### src/rtl/top_accel.sv
// Outer-product accelerator: streams in column vector A and row vector B,
// computes C = A * B (N x N, signed) and streams C out in row-major order.
module top_accel #(
    parameter int unsigned DATA_W = 16,
    parameter int unsigned ACC_W  = 32,
    parameter int unsigned N      = 4
) (
    input  logic              clk,
    input  logic              rst_n,
    input  logic              start,
    output logic              done,
    output logic              busy,
    input  logic              s_axis_tvalid,
    input  logic [DATA_W-1:0] s_axis_tdata,
    output logic              s_axis_tready,
    output logic              m_axis_tvalid,
    output logic [ACC_W-1:0]  m_axis_tdata,
    output logic              m_axis_tlast,
    input  logic              m_axis_tready
);

    localparam int unsigned NN = N * N;
    localparam int unsigned IW = (N > 1) ? $clog2(N) : 1;
    localparam int unsigned KW = (NN > 1) ? $clog2(NN) : 1;
    localparam logic [IW-1:0] LastIdx = IW'(N - 1);
    localparam logic [KW-1:0] LastK   = KW'(NN - 1);

    typedef enum logic [2:0] {
        StIdle,
        StLoadA,
        StLoadB,
        StCompute,
        StOutput,
        StDone
    } state_e;

    state_e state_q;

    logic [IW-1:0] row_q;
    logic [IW-1:0] col_q;
    logic [KW-1:0] k_q;

    logic signed [DATA_W-1:0] a_buf [N];
    logic signed [DATA_W-1:0] b_buf [N];
    logic        [ACC_W-1:0]  c_buf [NN];

    logic signed [2*DATA_W-1:0] prod;
    logic signed [ACC_W-1:0]    prod_ext;

    assign prod     = a_buf[row_q] * b_buf[col_q];
    assign prod_ext = ACC_W'(prod);

    // All outputs are pure decodes of registered state, so reset zeroes them at once.
    assign s_axis_tready = (state_q == StLoadA) || (state_q == StLoadB);
    assign busy          = (state_q == StLoadA) || (state_q == StLoadB) ||
                           (state_q == StCompute) || (state_q == StOutput);
    assign done          = (state_q == StDone);
    assign m_axis_tvalid = (state_q == StOutput);
    assign m_axis_tlast  = (state_q == StOutput) && (k_q == LastK);
    assign m_axis_tdata  = (state_q == StOutput) ? c_buf[k_q] : '0;

    always_ff @(posedge clk or posedge rst_n) begin
        if (rst_n) begin
            state_q <= StIdle;
            row_q   <= '0;
            col_q   <= '0;
            k_q     <= '0;
            for (int i = 0; i < int'(N); i++) begin
                a_buf[i] <= '0;
                b_buf[i] <= '0;
            end
            for (int i = 0; i < int'(NN); i++) begin
                c_buf[i] <= '0;
            end
        end else begin
            unique case (state_q)
                StIdle, StDone: begin
                    if (start) begin
                        state_q <= StLoadA;
                        row_q   <= '0;
                        col_q   <= '0;
                        k_q     <= '0;
                    end
                end
                StLoadA: begin
                    if (s_axis_tvalid) begin
                        a_buf[row_q] <= s_axis_tdata;
                        if (row_q == LastIdx) begin
                            row_q   <= '0;
                            state_q <= StLoadB;
                        end else begin
                            row_q <= row_q + IW'(1);
                        end
                    end
                end
                StLoadB: begin
                    if (s_axis_tvalid) begin
                        b_buf[row_q] <= s_axis_tdata;
                        if (row_q == LastIdx) begin
                            row_q   <= '0;
                            col_q   <= '0;
                            k_q     <= '0;
                            state_q <= StCompute;
                        end else begin
                            row_q <= row_q + IW'(1);
                        end
                    end
                end
                StCompute: begin
                    c_buf[k_q] <= prod_ext;
                    if (col_q == LastIdx) begin
                        col_q <= '0;
                        row_q <= row_q + IW'(1);
                    end else begin
                        col_q <= col_q + IW'(1);
                    end
                    if (k_q == LastK) begin
                        k_q     <= '0;
                        row_q   <= '0;
                        col_q   <= '0;
                        state_q <= StOutput;
                    end else begin
                        k_q <= k_q + KW'(1);
                    end
                end
                StOutput: begin
                    if (m_axis_tready) begin
                        if (k_q == LastK) begin
                            k_q     <= '0;
                            state_q <= StDone;
                        end else begin
                            k_q <= k_q + KW'(1);
                        end
                    end
                end
                default: state_q <= StIdle;
            endcase
        end
    end

endmodule

### config.mk
export PLATFORM = sky130hd
export DESIGN_NAME = top_accel
export DESIGN_NICKNAME = d
export VERILOG_FILES = /design/src/rtl/top_accel.sv
export SDC_FILE = /design/constraint.sdc
export NUM_CORES = 2
export LEC_CHECK = 0
export ABC_AREA = 1
export BUFFER_PORTS_ARGS = -buffer_cell sky130_fd_sc_hd__buf_2
export CAP_MARGIN = 5
export CORE_MARGIN = 2
export CORE_UTILIZATION = 40
export DETAILED_ROUTE_END_ITERATION = 10
export GPL_ROUTABILITY_DRIVEN = 0
export SETUP_SLACK_MARGIN = 0.15
export SLEW_MARGIN = 25
export SYNTH_ARGS = -nofsm -noshare
export SYNTH_HDL_FRONTEND = slang
export SYNTH_SLANG_ARGS = --single-unit
### constraint.sdc
create_clock -name clk -period 32.5 [get_ports clk]
set_input_delay 1.625 -clock clk [delete_from_list [all_inputs] [get_ports clk]]
set_output_delay 1.625 -clock clk [all_outputs]
set_load 0.01 [all_outputs]
# Word level (Yosys, flattened, before mapping)
# Index checks and enable logic that the tools add are counted.
[word_totals] register_bits=651 input_bits=21 output_inout_bits=37 elab_cells=119
[op_classes] n_addsub=3 multipliers=1 magnitude_cmp=5 eq_ne=18 muxes=43 n_bitwise=3 n_reduce_logical=18
[ops] op="$bwmux 512" n=1
[ops] op="$bmux 32 s4" n=1
[ops] op="$bwmux 64" n=2
[ops] op="$demux 32 s4" n=1
[ops] op="$mux 32" n=4
[ops] op="$mux 16" n=5
[ops] op="$bmux 16 s2" n=2
[ops] op="$demux 16 s2" n=1
[ops] op="$mul 16x16->32" n=1
[ops] op="$mux 3" n=8
[ops] op="$mux 4" n=5
[ops] op="$mux 2" n=9
[ops] op="$pmux 4 s4" n=1
[ops] op="$pmux 3 s5" n=1
[ops] op="$ne 2x1->1 const B" n=6
[ops] op="$pmux 2 s3" n=2
[ops] op="$reduce_and 4->1" n=2
[ops] op="$reduce_and 8->1" n=1
[ops] op="$eq 3x2->1 const B" n=2
[ops] op="$eq 3x3->1 const B" n=2
[ops] op="$ge 3x3->1 const B" n=2
[ops] op="$ne 2x2->1 const B" n=3
[ops] op="$not 2->3" n=2
[ops] op="$reduce_bool 3->1" n=2
[ops] op="other kinds (17)" n=25

# Longest topological paths before layout
[logic_depth] depth_word=6 mapped_depth=34 mapped_depth_nobuf=30

# Worst setup path after synthesis
# OpenSTA, ideal clock, no wires.
[synth_path] kind="register to register" start="reg col_q[0]" end="reg c_buf[222] (netlist bit)" setup_time_ns=0.117 t_arrival_ns=6.353 t_required_ns=32.383 slack_ns=26.030 stages_incl_launch_ff=29 path_buffers=3 period_less_slack_ns=6.470 path_cell_list="dfrtp_1 -> buf_2 -> inv_2 -> buf_4 -> nand2_1 -> a32oi_1 -> inv_2 -> nor2_1 -> fa_1 -> fa_1 -> inv_1 -> fa_1 -> inv_1 -> fa_1 -> inv_1 -> fa_1 -> inv_1 -> fa_1 -> ha_1 -> nand2_1 -> nor2_1 -> nand2_1 -> nor3_1 -> nand2_1 -> nand2_1 -> nand2_1 -> buf_4 -> nand3_1 -> nand2_1"
[synth_between] elab_chain_cells=6
[synth_lines] element="start, declared" line="40" rtl="logic [IW-1:0] col_q;"
[synth_lines] element="start signal, assigned" line="115" rtl="col_q <= col_q + IW'(1);"
[synth_lines] element="$not 2->3 (implied by the code)" line="50" rtl="assign prod = a_buf[row_q] * b_buf[col_q];"
[synth_lines] element="$bmux 16 s2" line="50"
[synth_lines] element="$mux 16 (implied by the code) (2 in series)" line="50"
[synth_lines] element="$mul 16x16->32" line="50"
[synth_lines] element="$bwmux 512" line="110" rtl="c_buf[k_q] <= prod_ext;"
[synth_lines] element="end signal, assigned by index" line="110"
[synth_lines] element="end, declared" line="45" rtl="logic [ACC_W-1:0] c_buf [NN];"
# Every way passes these cells. The select of a mux whose other input is x is not followed.
# A chain may end at the register's enable or synchronous reset.

# Final worst setup path
[layout_path] start="reg row_q[0]" end="reg c_buf[312] (netlist bit)"
[layout_between] elab_chain_cells=6
[layout_lines] element="start, declared" line="39" rtl="logic [IW-1:0] row_q;"
[layout_lines] element="start signal, assigned" line="92" rtl="row_q <= row_q + IW'(1);"
[layout_lines] element="start signal, assigned" line="105" rtl="row_q <= row_q + IW'(1);"
[layout_lines] element="start signal, assigned" line="113" rtl="row_q <= row_q + IW'(1);"
[layout_lines] element="$not 2->3 (implied by the code)" line="50"
[layout_lines] element="$bmux 16 s2" line="50"
[layout_lines] element="$mux 16 (implied by the code) (2 in series)" line="50"
[layout_lines] element="$mul 16x16->32" line="50"
[layout_lines] element="$bwmux 512" line="110"
# Every way passes these cells. The select of a mux whose other input is x is not followed.

==> summary.txt <==
Clock tree
  – CTS tree: done
  – Clock-pin slew on the worst setup and hold paths: 0.06 ns
  – Post-CTS setup buffer count: 0
  – Root Buffer: clkbuf_16
  – Later-pin clock latency in the skew report: 0.66 ns
  – Longest Clk Path Bufs: 3
  – CTS Hold Bufs: 0
  – Cts repair resizes: 0
  – Total CTS buffers: 77
  – CTS sink cnt: 651
  – CTS H-tree depth: 3

Critical path
  – Cell Chain, Critical Path: buf_4, inv_2, nand2_1, a32oi_2, inv_1, nor2_1, fa_1, fa_1, inv_1, fa_1, fa_1, fa_1, fa_1, inv_1, ha_1, a21oi_1, o21ai_0, a21oi_1, nand4_1, nand3_1, nand2_1
  – R2R Path Start: row_q[0]
  – CP endpoint kind: flip-flop
  – Startpoint types: flip-flop
  – Critical Path Start: row_q[0]
  – Critical path's most frequent cell: fa_1
  – CP max stage cell: fa_1
  – Required @ worst endpoint: 33.01 ns
  – Crit path max-delay family: adder cells
  – Critical-path maximum fanout: 36
  – Cells on worst reg2reg path: 21
  – WP buf/inv: 5
  – R2R Setup Slk: 24.23 ns
  – Reg-to-Reg End: c_buf[312]
  – CP Class: reg -> reg
  – Critical Path Max Stage Delay: 0.75 ns
  – CP arrival: 8.77 ns

Route
  – Via/cell ratio: 5.47
  – Via count: 34000
  – Pre-Repair DR Iteration Count: 6
  – Per-cell routed wire length: 20.1 µm
  – Detailed-route DRC error count: 0
  – Detail Route Antenna Nets: 0
  – Drt initial violations: 3690
  – Final wirelength: 125000 µm

Timing
  – Skew final: 0.0422 ns
  – Worst rel slew slack: 27.8%
  – Crit share post-route: 25.4%
  – Final hold violation count: 0
  – Setup tns final: 0 ns
  – Worst-margin pin slew: 1.08 ns
  – Final count of negative-setup-slack endpoints: 0
  – F_max: 0.121 GHz
  – Slew Viols, Final: 0
  – RSZ-0062 raised after global routing: no
  – Tmin final: 8.27 ns

Hold path
  – WHS Path Cells: 2
  – Hold endpoint: c_buf[101]
  – Hold_sp: c_buf[101]
  – Worst min path class: reg -> reg

Floorplan
  – Total core area: 99700 µm²
  – Die X: 321 µm
  – Starting density of the core: 40.2%
  – Rows: 116
  – Die ar.: 103000 µm²
  – Die Height: 321 µm
  – Top-Level Pins: 58

Cells and area
  – Area taken by multi-input logic gates: 20600 µm²
  – P&R area growth vs syn: 9.71%
  – Fraction of layout cells with a size suffix above 1: 6.92%
  – Nets: 5226
  – Final Util: 44.1%
  – Reg area: 16300 µm²
  – Ant. Diodes: 0
  – Fillers: 9926

Global route
  – First-pass GRT wire length: 198000 µm
  – Vias in the first global route: 33800
  – Gr ovfl total: 0
  – Largest net degree at the start of global routing: 103
  – Tot GR Track Use: 24.8%
  – Initial antenna violation count: 0

Synth
  – Post-synthesis cell type count: 42
  – Cells after synthesis: 4949
  – Register area share after synthesis: 40.6%
  – Mapped Area: 40100 µm²
  – YS warnings: 0
  – Synthesized area per cell: 8.10 µm²
  – Number of synthesized register bits: 651
  – Syn Nets: 5323

Flow run
  – Max Cap Violations: 0

Placement
  – Post-DP HPWL: 76300 µm
  – Input/output buffers: 57

Outcome
  – Run status: finished clean
cell type report:
type | count | share of cell area, %
Timing Repair Buffer | 128 | 1.90
Multi-Input combinational cell | 3477 | 46.8
Clock buffer | 112 | 5.13
Inverter | 517 | 4.45
Sequential cell | 651 | 37.0
Clock inverter | 25 | 1.02
Tap cell | 1298 | 3.69
worst max path at each step:
stage,endpoint,depth (start not counted),slack [ns]
after floorplan,a_buf[0],1,12.63
after global placement,c_buf[348],22,24.15
after detailed placement,c_buf[444],21,24.40
after CTS,c_buf[312],21,24.35
after global routing,c_buf[24],21,23.67
final,c_buf[312],21,24.23
flip-flops by register name, summed over array words and instances, names as in the netlist:
register and flops:
a_buf 64, row_q 2, k_q 4, c_buf 512
col_q 2, b_buf 64, state_q 3
through the flow:
step	hold WS, ns	setup WS (ns)	area (µm²)	std cells
after floorplan	0.437	12.63	40100	4949
after global placement	0.448	24.15	41200	6071
after global routing	0.488	23.67	44000	6208
after detailed placement	0.455	24.40	41300	6071
final	0.465	24.23	44000	6208
after CTS	0.469	24.35	44000	6208
routing by layer:
metal	global-route usage (%)	routed length (µm)	vias up
met2	38.7	56000	1297
met1	35.6	55800	16800
met3	3.43	9600	221
met5	0	0	-
li1	-	-	15600
met4	7.56	3600	0
synthesized netlist by cell type:
cell | instances | area share (%)
clkbuf_1 | 154 | 1.4
nand4_2 | 1 | 0.031
buf_1 | 27 | 0.25
nand2_4 | 1 | 0.028
a41oi_1 | 28 | 0.61
a31oi_1 | 2 | 0.031
nand2_1 | 1374 | 13
buf_4 | 19 | 0.36
nand3b_1 | 3 | 0.056
nor2_4 | 12 | 0.34
fa_1 | 262 | 13
nand2_2 | 5 | 0.078
nor2_2 | 2 | 0.031
o22ai_1 | 98 | 1.5
nand3_1 | 265 | 3.3
a21oi_2 | 1 | 0.022
o211ai_2 | 1 | 0.031
xnor2_1 | 16 | 0.35
o31a_1 | 2 | 0.044
o21ai_1 | 19 | 0.24
a32oi_2 | 12 | 0.49
a32oi_1 | 20 | 0.44
ha_1 | 91 | 2.8
o21bai_1 | 7 | 0.13
inv_2 | 30 | 0.28
buf_2 | 99 | 1.2
buf_6 | 1 | 0.028
nor2_1 | 400 | 3.7
clkbuf_2 | 4 | 0.050
inv_1 | 484 | 4.5
a21oi_1 | 109 | 1.4
nand3_2 | 3 | 0.075
xor2_1 | 7 | 0.15
clkinv_1 | 3 | 0.028
or2_2 | 1 | 0.016
nor3_1 | 6 | 0.075
dfrtp_1 | 651 | 41
nor3_2 | 2 | 0.050
nand4_1 | 14 | 0.22
a21o_1 | 3 | 0.056
o21a_1 | 1 | 0.019
o21ai_0 | 709 | 8.8
worst register-to-register path: cells and delay by family (launching register included):
kind,cells,cell delay (ns)
buf+inv,5,1.36
compound gates,4,1.14
fa+ha+maj,7,3.71
flops,1,0.36
simple gates,5,1.58
cell usage in the layout (no fill, tap or decap), types with 5 or more instances in the layout:
cell and count:
dfrtp_1 649, nor3_1 6, o21ai_1 19, nand2_2 10, inv_1 480, a32oi_2 13
bufinv_16 8, a21oi_1 109, clkbuf_1 15, xor2_1 7, buf_6 5, buf_4 66
clkbuf_8 20, o21bai_1 7, nor2_2 6, a41oi_1 28, nand4_1 14, inv_2 30
a32oi_1 19, ha_1 91, o22ai_1 98, nor2_1 394, nand3_1 265, fa_1 262
o21ai_0 709, clkbuf_16 77, xnor2_1 15, clkinv_2 9, nor2_4 14, buf_2 57
nand2_1 1369
logic make-up after synthesis:
| logic type | synth area share, % |
|---|---|
| compound gates | 13.8 |
| xor+xnor | 0.502 |
| fa+ha+maj | 15.9 |
| buf+inv | 8.20 |
| flops | 40.6 |
| simple gates | 20.9 |
Power is left out: the tool's default activity adds up to more than one toggle a clock period on the data nets, which glitch-free logic cannot reach.
